`src/rtl/afifo_test_pkg.sv`:
```
// Shared definitions for the AFIFO test producer and its consumer-side checker.
package afifo_test_pkg;

  // Producer FSM states
  typedef enum logic [1:0] {
    IDLE  = 2'd0,
    BURST = 2'd1,
    GAP   = 2'd2
  } state_e;

  localparam int DEFAULT_WIDTH = 12;

  // Next value of the test sequence. A pending skip advances by two so the
  // consumer's checker sees exactly one missing value. Callers truncate the
  // result to their data width, which gives the modulo-2**Width wrap.
  function automatic logic [31:0] next_seq(input logic [31:0] val, input logic skip);
    logic [31:0] res;
    if (skip) begin
      res = val + 32'd2;
    end else begin
      res = val + 32'd1;
    end
    return res;
  endfunction

endpackage

```
`src/rtl/afifo_stall_watchdog.sv`:
```
// Stall watchdog: counts consecutive cycles where a request is held without
// acknowledge and raises a sticky trip flag once the count reaches LIMIT.
// LIMIT = 0 disables the watchdog entirely.
module afifo_stall_watchdog #(
  parameter int LIMIT = 1024
) (
  input  logic clk,
  input  logic rst_n,
  input  logic req,
  input  logic ack,
  output logic trip
);

  localparam int SW = (LIMIT > 0) ? $clog2(LIMIT + 1) : 1;
  localparam logic [SW-1:0] LIM = SW'(LIMIT);

  logic [SW-1:0] scnt_q, scnt_d;
  logic          trip_q, trip_d;
  logic          stall_s;

  assign stall_s = req & ~ack;
  assign trip    = trip_q;

  // Next-state for the saturating stall counter and the sticky trip flag
  always_comb begin
    scnt_d = scnt_q;
    trip_d = trip_q;
    if (LIMIT == 0) begin
      scnt_d = '0;
      trip_d = 1'b0;
    end else if (!stall_s) begin
      scnt_d = '0;
    end else begin
      if (scnt_q != LIM) begin
        scnt_d = scnt_q + SW'(1);
      end else begin
        scnt_d = scnt_q;
      end
      if (scnt_d == LIM) begin
        trip_d = 1'b1;
      end else begin
        trip_d = trip_q;
      end
    end
  end

  // Watchdog state registers
  always_ff @(posedge clk or negedge rst_n) begin
    if (!rst_n) begin
      scnt_q <= '0;
      trip_q <= 1'b0;
    end else begin
      scnt_q <= scnt_d;
      trip_q <= trip_d;
    end
  end

endmodule

```
`src/rtl/afifo_seq_producer.sv`:
```
// Write-side source for the AFIFO consumer test: emits a gap-free incrementing
// sequence in bursts separated by idle gaps, honours wok backpressure, supports
// single-shot skip injection and flags prolonged stalls.
module afifo_seq_producer
  import afifo_test_pkg::*;
#(
  parameter int Width      = DEFAULT_WIDTH,
  parameter int StartValue = 0,
  parameter int BurstLen   = 16,
  parameter int GapLen     = 4,
  parameter int StallLimit = 1024
) (
  input  logic             clk,
  input  logic             rst_n,
  input  logic             en,
  input  logic             inject,
  input  logic             wok,
  output logic             w,
  output logic [Width-1:0] wd,
  output logic [31:0]      sent,
  output logic             stall_err
);

  localparam int BW = (BurstLen > 1) ? $clog2(BurstLen) : 1;
  localparam int GW = (GapLen > 0) ? $clog2(GapLen + 1) : 1;
  localparam logic [BW-1:0]    BEAT_LAST = BW'(BurstLen - 1);
  localparam logic [GW-1:0]    GAP_LAST  = (GapLen > 0) ? GW'(GapLen - 1) : GW'(0);
  localparam logic [Width-1:0] WD_RST    = Width'(StartValue);

  state_e           state_q, state_d;
  logic             w_q, w_d;
  logic [Width-1:0] wd_q, wd_d;
  logic [31:0]      sent_q, sent_d;
  logic [BW-1:0]    beat_q, beat_d;
  logic [GW-1:0]    gap_q, gap_d;
  logic             inject_pend_q, inject_pend_d;
  logic             xfer_s;

  // A word moves only when a request meets available space
  assign xfer_s = w_q & wok;

  // FSM next state, burst/gap counters and data/count advance
  always_comb begin
    state_d       = state_q;
    beat_d        = beat_q;
    gap_d         = gap_q;
    wd_d          = wd_q;
    sent_d        = sent_q;
    // A new pulse always leaves a pending skip; pulses while pending merge
    inject_pend_d = (inject_pend_q & ~xfer_s) | inject;

    if (xfer_s) begin
      wd_d   = Width'(next_seq(32'(wd_q), inject_pend_q));
      sent_d = sent_q + 32'd1;
    end else begin
      wd_d   = wd_q;
      sent_d = sent_q;
    end

    case (state_q)
      IDLE: begin
        if (en) begin
          state_d = BURST;
        end else begin
          state_d = IDLE;
        end
      end
      BURST: begin
        if (xfer_s) begin
          if (beat_q == BEAT_LAST) begin
            beat_d = '0;
            if (GapLen > 0) begin
              state_d = GAP;
              gap_d   = '0;
            end else if (en) begin
              state_d = BURST;
            end else begin
              state_d = IDLE;
            end
          end else begin
            beat_d = beat_q + BW'(1);
          end
        end else begin
          beat_d = beat_q;
        end
      end
      GAP: begin
        if (gap_q == GAP_LAST) begin
          gap_d = '0;
          if (en) begin
            state_d = BURST;
          end else begin
            state_d = IDLE;
          end
        end else begin
          gap_d = gap_q + GW'(1);
        end
      end
      default: begin
        state_d = IDLE;
        beat_d  = '0;
        gap_d   = '0;
      end
    endcase

    // Request is a registered decode of the upcoming state
    w_d = (state_d == BURST);
  end

  // Producer state registers; the sequence restarts at StartValue on reset
  always_ff @(posedge clk or negedge rst_n) begin
    if (!rst_n) begin
      state_q       <= IDLE;
      w_q           <= 1'b0;
      wd_q          <= WD_RST;
      sent_q        <= 32'd0;
      beat_q        <= '0;
      gap_q         <= '0;
      inject_pend_q <= 1'b0;
    end else begin
      state_q       <= state_d;
      w_q           <= w_d;
      wd_q          <= wd_d;
      sent_q        <= sent_d;
      beat_q        <= beat_d;
      gap_q         <= gap_d;
      inject_pend_q <= inject_pend_d;
    end
  end

  afifo_stall_watchdog #(
    .LIMIT(StallLimit)
  ) u_watchdog (
    .clk  (clk),
    .rst_n(rst_n),
    .req  (w_q),
    .ack  (wok),
    .trip (stall_err)
  );

  assign w    = w_q;
  assign wd   = wd_q;
  assign sent = sent_q;

endmodule
```
`config.mk`:
```
export PLATFORM = sky130hd
export DESIGN_NAME = afifo_seq_producer
export DESIGN_NICKNAME = d
export VERILOG_FILES = /design/src/rtl/afifo_test_pkg.sv /design/src/rtl/afifo_stall_watchdog.sv /design/src/rtl/afifo_seq_producer.sv
export SDC_FILE = /design/constraint.sdc
export NUM_CORES = 1
export LEC_CHECK = 0
export CORE_MARGIN = 2
export CORE_UTILIZATION = 58
export DETAILED_ROUTE_END_ITERATION = 8
export GPL_ROUTABILITY_DRIVEN = 0
export PLACE_DENSITY = 0.92
export SKIP_CTS_REPAIR_TIMING = 1
export SLEW_MARGIN = 5
export SYNTH_ARGS = -nofsm -noshare
export SYNTH_HDL_FRONTEND = slang
export SYNTH_SLANG_ARGS = --single-unit
```
`constraint.sdc`:
```
create_clock -name clk -period 4.5 [get_ports clk]
set_input_delay 0.675 -clock clk [delete_from_list [all_inputs] [get_ports clk]]
set_output_delay 0.675 -clock clk [all_outputs]
set_load 0.02 [all_outputs]
```
# Yosys cells after proc, flatten, opt, wreduce, memory -nomap -nowiden
# Index checks and enable logic that the tools add are counted.
# W data, S select, Z words.
# word_totals
ff_bits,67
input_bits,5
out_inout_bits,46
wordCells,53
# op_classes
n_addsub,6
n_eq_ne,9
n_mux,16
bitwise,8
n_reduce_logical,5
# op_table
op,n
$mux W11,3
$add A32 B1 Y32 const B,1
$add A12 B1 Y12 const B,1
$add A12 B2 Y12 const B,1
$mux W12,1
$add A11 B1 Y11 const B,1
$eq A11 B11 Y1 const B,1
$ne A11 B11 Y1 const B,1
$mux W3,3
$pmux W3 S3,1
$mux W4,2
$pmux W4 S2,1
$mux W2,3
$pmux W2 S3,1
$add A4 B1 Y4 const B,1
$eq A2 B1 Y1 const B,2
$eq A4 B4 Y1 const B,1
$ne A2 B2 Y1 const B,2
$not A1 Y1,4
$reduce_and A2 Y1,2
$add A3 B1 Y3 const B,1
$and A1 B1 Y1,3
$eq A3 B2 Y1 const B,1
$reduce_and A3 Y1,1
5 further kinds,5

# Depth between registers and ports, before layout
# depth
ltp_word,5
depth_mapped,6
ltp_nobuf,6

# Modules after synthesis
# A second synthesis with hierarchy kept.
# hier_totals
hier_cells,325
area_unflattened_um2,3448.3
# modules_own_cells
module,instances,cells_per_inst,area_per_inst_um2,seq_area_each_um2
afifo_seq_producer,1,237,2653.8,1376.3
afifo_stall_watchdog,1,88,794.5,300.3

# Least setup slack after synthesis
# Ideal clock, no wire load.
# synth_path
kind,register -> register
from,register u_watchdog.scnt_q[0]
to,"register u_watchdog.trip_q, in the netlist u_watchdog.trip"
setup_ns,0.104
t_arrival_ns,1.786
required_ns,4.396
setup_slack_ns,2.611
path_stages_with_launch,6
n_path_buf,0
period_less_slack_ns,1.889
cell_sequence,dfrtp_1 > ha_1 > nor2b_1 > a2111o_1 > a211o_1 > o41ai_2
# synth_via
elab_chain_cells,5
elab_cells_between_ends,6
cone_classes,add/sub: 1; eq/ne: 2; mux: 2; reduce/logical: 1
# synth_rtl
item,line_no,text
"start, declared",afifo_stall_watchdog.sv:17,"logic [SW-1:0] scnt_q, scnt_d;"
"start signal, assigned",afifo_stall_watchdog.sv:53,scnt_q <= scnt_d;
$add A11 B1 Y11 or $ne A11 B11 Y1 (tied branches),"afifo_stall_watchdog.sv:35, afifo_stall_watchdog.sv:34",
$mux W11 *,afifo_stall_watchdog.sv:34,if (scnt_q != LIM) begin
$mux W11 *,afifo_stall_watchdog.sv:31,end else if (!stall_s) begin
$eq A11 B11 Y1 *,afifo_stall_watchdog.sv:39,if (scnt_d == LIM) begin
$reduce_and A2 Y1 (no line) *,--,
"end signal, assigned",afifo_stall_watchdog.sv:54,trip_q <= trip_d;
"end, declared",afifo_stall_watchdog.sv:18,"logic trip_q, trip_d;"
# Every way passes the cells marked *; elsewhere a longest branch is shown, timed or not. The select of a mux whose other input is x is not followed.
# A chain may end at the register's enable or synchronous reset.

# Worst setup path after layout
# layout_path
from,input wok
to,"register sent_q[30], in the netlist sent[30]"
# layout_via
elab_chain_cells,1
# layout_rtl
item,line_no,text
"start, declared",afifo_seq_producer.sv:17,"input logic wok,"
$and A1 B1 Y1,afifo_seq_producer.sv:40,assign xfer_s = w_q & wok;
"end signal, assigned",afifo_seq_producer.sv:124,sent_q <= sent_d;
"end, declared",afifo_seq_producer.sv:33,"logic [31:0] sent_q, sent_d;"
# No other way between the ends.

==> flow_summary.toml <==
[grt]
grt-ovfl-total = 0
grt_first_pass_wirelength_um = 11800
antenna_found_initial = 0
track_usage_pct = 24.9
grt_max_degree = 44
grt_pass1_vias = 2483

[timing]
slew_violations = 0
timing.final.crit_share_pct = 59.3
skew_ns = 0.00894
hold_ws_ns = 0.312
fin_setup_tns_ns = 0
setup_ws_ns = 1.83
relSlewSlack_pct = 34.5
finalCriticalPeriod_ns = 2.67
rsz0062_at_grt = "false"
worstMarginPinSlew_ns = 0.975
timing.fmax_ghz = 0.375
hold_viol_final = 0
setup_violations = 0

[clock_network]
cts.sinks = 67
cts_max_path_buffers = 2
worst_setup_hold_path_clk_slew_ns = 0.07
cts_max_level = 3
tritoncts = "yes"
clk-insertion-delay-late_ns = 0.35
cts_root_buf = "clkbuf_8"
cts_buffers = 9

[cells_and_area]
fin_util_pct = 72.8
final_common_cell = "dfrtp_1"
fill_cells = 380
nets = 376
area_delta_synth_final_pct = 22.4
final_layout_size_suffix_gt1_share_pct = 6.27
final_cell_mix = "dfrtp_1, clkdlybuf4s50_1, xnor2_1"
n_antenna_cell = 0
multi_input_area_mm2 = 0.00146
final_area_mm2 = 0.00396
regArea_mm2 = 0.00168

[power]
ir_drop_uv = 440
power_density_mw_per_mm2 = 470
p_sw_w = 0.000670
sw_frac_of_total_pct = 36.1
clkPwrFrac_pct = 23.7
seqPwrFrac_pct = 46.6
p_leak_nw = 1.71
p_comb_share_pct = 29.7
internal_power_w = 0.00119

[synthesis]
synthArstFlopShare_pct = 100
synth-seq-cells = 67
synth_area_mm2 = 0.00323
ys_dominant_reg_cell = "dfrtp_1"
ys_warn_count = 0
synthCells = 312
synth.distinct_cells = 41
syn_nets = 324
avgSynthCellArea_um2 = 10.4
synth_edf_count = 0
yosysSeqAreaShare_pct = 51.8

[critical_path]
cp_cell_sequence = "clkdlybuf4s50_1 -> nand2_1 -> nor4_2 -> nand4_1 -> xnor2_1"
crit_path_end_kind = "flip-flop"
cp_top_family = "simple AND/OR/NAND/NOR gates"
required_ns = 4.73
worst_path_max_delay_cell = "nor4_2"
cp_num_buf_inv = 1
cp.arrival_ns = 2.90
crit_fanout = 12
cp-start-kind = "primary input"
critPathKind = "in -> reg"
cpPeakStageDelay_ns = 0.94
rrSetupSlack_ns = 2.28

[die]
io-pin-count = 51
die_w_um = 78.7
die_h_um = 78.7
core_area_mm2 = 0.00544
initial_core_util_pct = 59.5
die_area_mm2 = 0.00619
fp-row-count = 27

[route]
wl_per_cell_um = 16.0
routed_via_density = 5.80
via_count = 2545
routed_wl_um = 7010
drc_errors = 0
drt_first_pass_iters = 5
drt_iter0_drc = 171
ant_nets = 0

[placed_design]
io_buffers = 50
hpwl_um = 4860
place_area_mm2 = 0.00379
post-place-ws_ns = 1.49

[hold_path]
hold_class = "in -> async"

[job]
drv_cap = 0

[outcome]
status = "finished clean"
-- Yosys cell counts, types with 6 or more instances --
cell	n	share of area (%)
o21ai_1	8	1.2
o21ai_0	9	1.4
nand3_1	22	3.4
nor2_1	14	1.6
xnor2_1	38	10
inv_1	13	1.5
clkbuf_1	6	0.70
nand4_1	16	3.1
ha_1	7	2.7
xor2_1	11	3.0
a21oi_1	13	2.0
and3_1	10	1.9
dfrtp_1	67	52
nand2_1	24	2.8
-- path summary, 6_finish.rpt --
check | depth (start not counted) | to | start
worst min-delay path | 1 | sent[12] | rst_n
worst max register to register | 4 | sent[30] | w
min in group clk | 1 | sent[31] | sent[31]
worst max-delay path | 5 | sent[30] | wok
worst min register to register | 1 | sent[31] | sent[31]
max in group asynchronous | 2 | u_watchdog.scnt_q[8] | rst_n
-- logic make-up after synthesis --
family,Yosys count,synth area share (%)
adder cells (fa/ha/maj),7,2.71
flip-flops,67,51.8
AND/OR/NAND/NOR,117,19.7
buffers and inverters,25,3.33
XOR/XNOR,49,13.3
multiplexers,2,0.658
AO/OA/AOI/OAI,45,8.47
-- state kept, by name, indices dropped and copies added, names as in the netlist --
name / cells
beat_q: 4
wd: 12
u_watchdog.scnt_q: 11
w: 1
inject_pend_q: 1
sent: 32
u_watchdog.trip: 1
gap_q: 3
state_q: 2
-- routing by layer --
layer | vias to the layer above | routed length [um] | part of all wire [%] | track usage, %
met5 | - | 0 | 0 | 0
met4 | 0 | 157 | 2.2 | 11.1
met3 | 17 | 264 | 3.8 | 6.32
met2 | 72 | 3660 | 52 | 41.2
met1 | 1258 | 2930 | 42 | 30.8
li1 | 1198 | - | - | -
-- through the flow --
| step | instances | power (W) |
|---|---|---|
| after floorplan | 312 | 0.00118 |
| after global placement | 425 | 0.00138 |
| after detailed placement | 425 | 0.00141 |
| after CTS | 439 | 0.00187 |
| after global routing | 439 | 0.00197 |
| final | 439 | 0.00186 |
-- area by class of cell --
class	count	area share, %
clock inverters	2	0.316
inverters	13	1.23
clock buffers	12	3.92
well taps	72	2.28
flip-flops and latches	67	42.4
multi-input cells	220	36.8
repair buffers	53	13.1
-- power by group through the flow --
stage	clock [W]	combinational, W	sequential, W
floorplan	0	0.000270	0.000909
global placement	0	0.000516	0.000863
detailed placement	0	0.000544	0.000871
CTS	0.000448	0.000556	0.000863
global route	0.000472	0.000612	0.000884
finish	0.000440	0.000553	0.000866
Note: power is estimated with default switching activity, not from simulation.
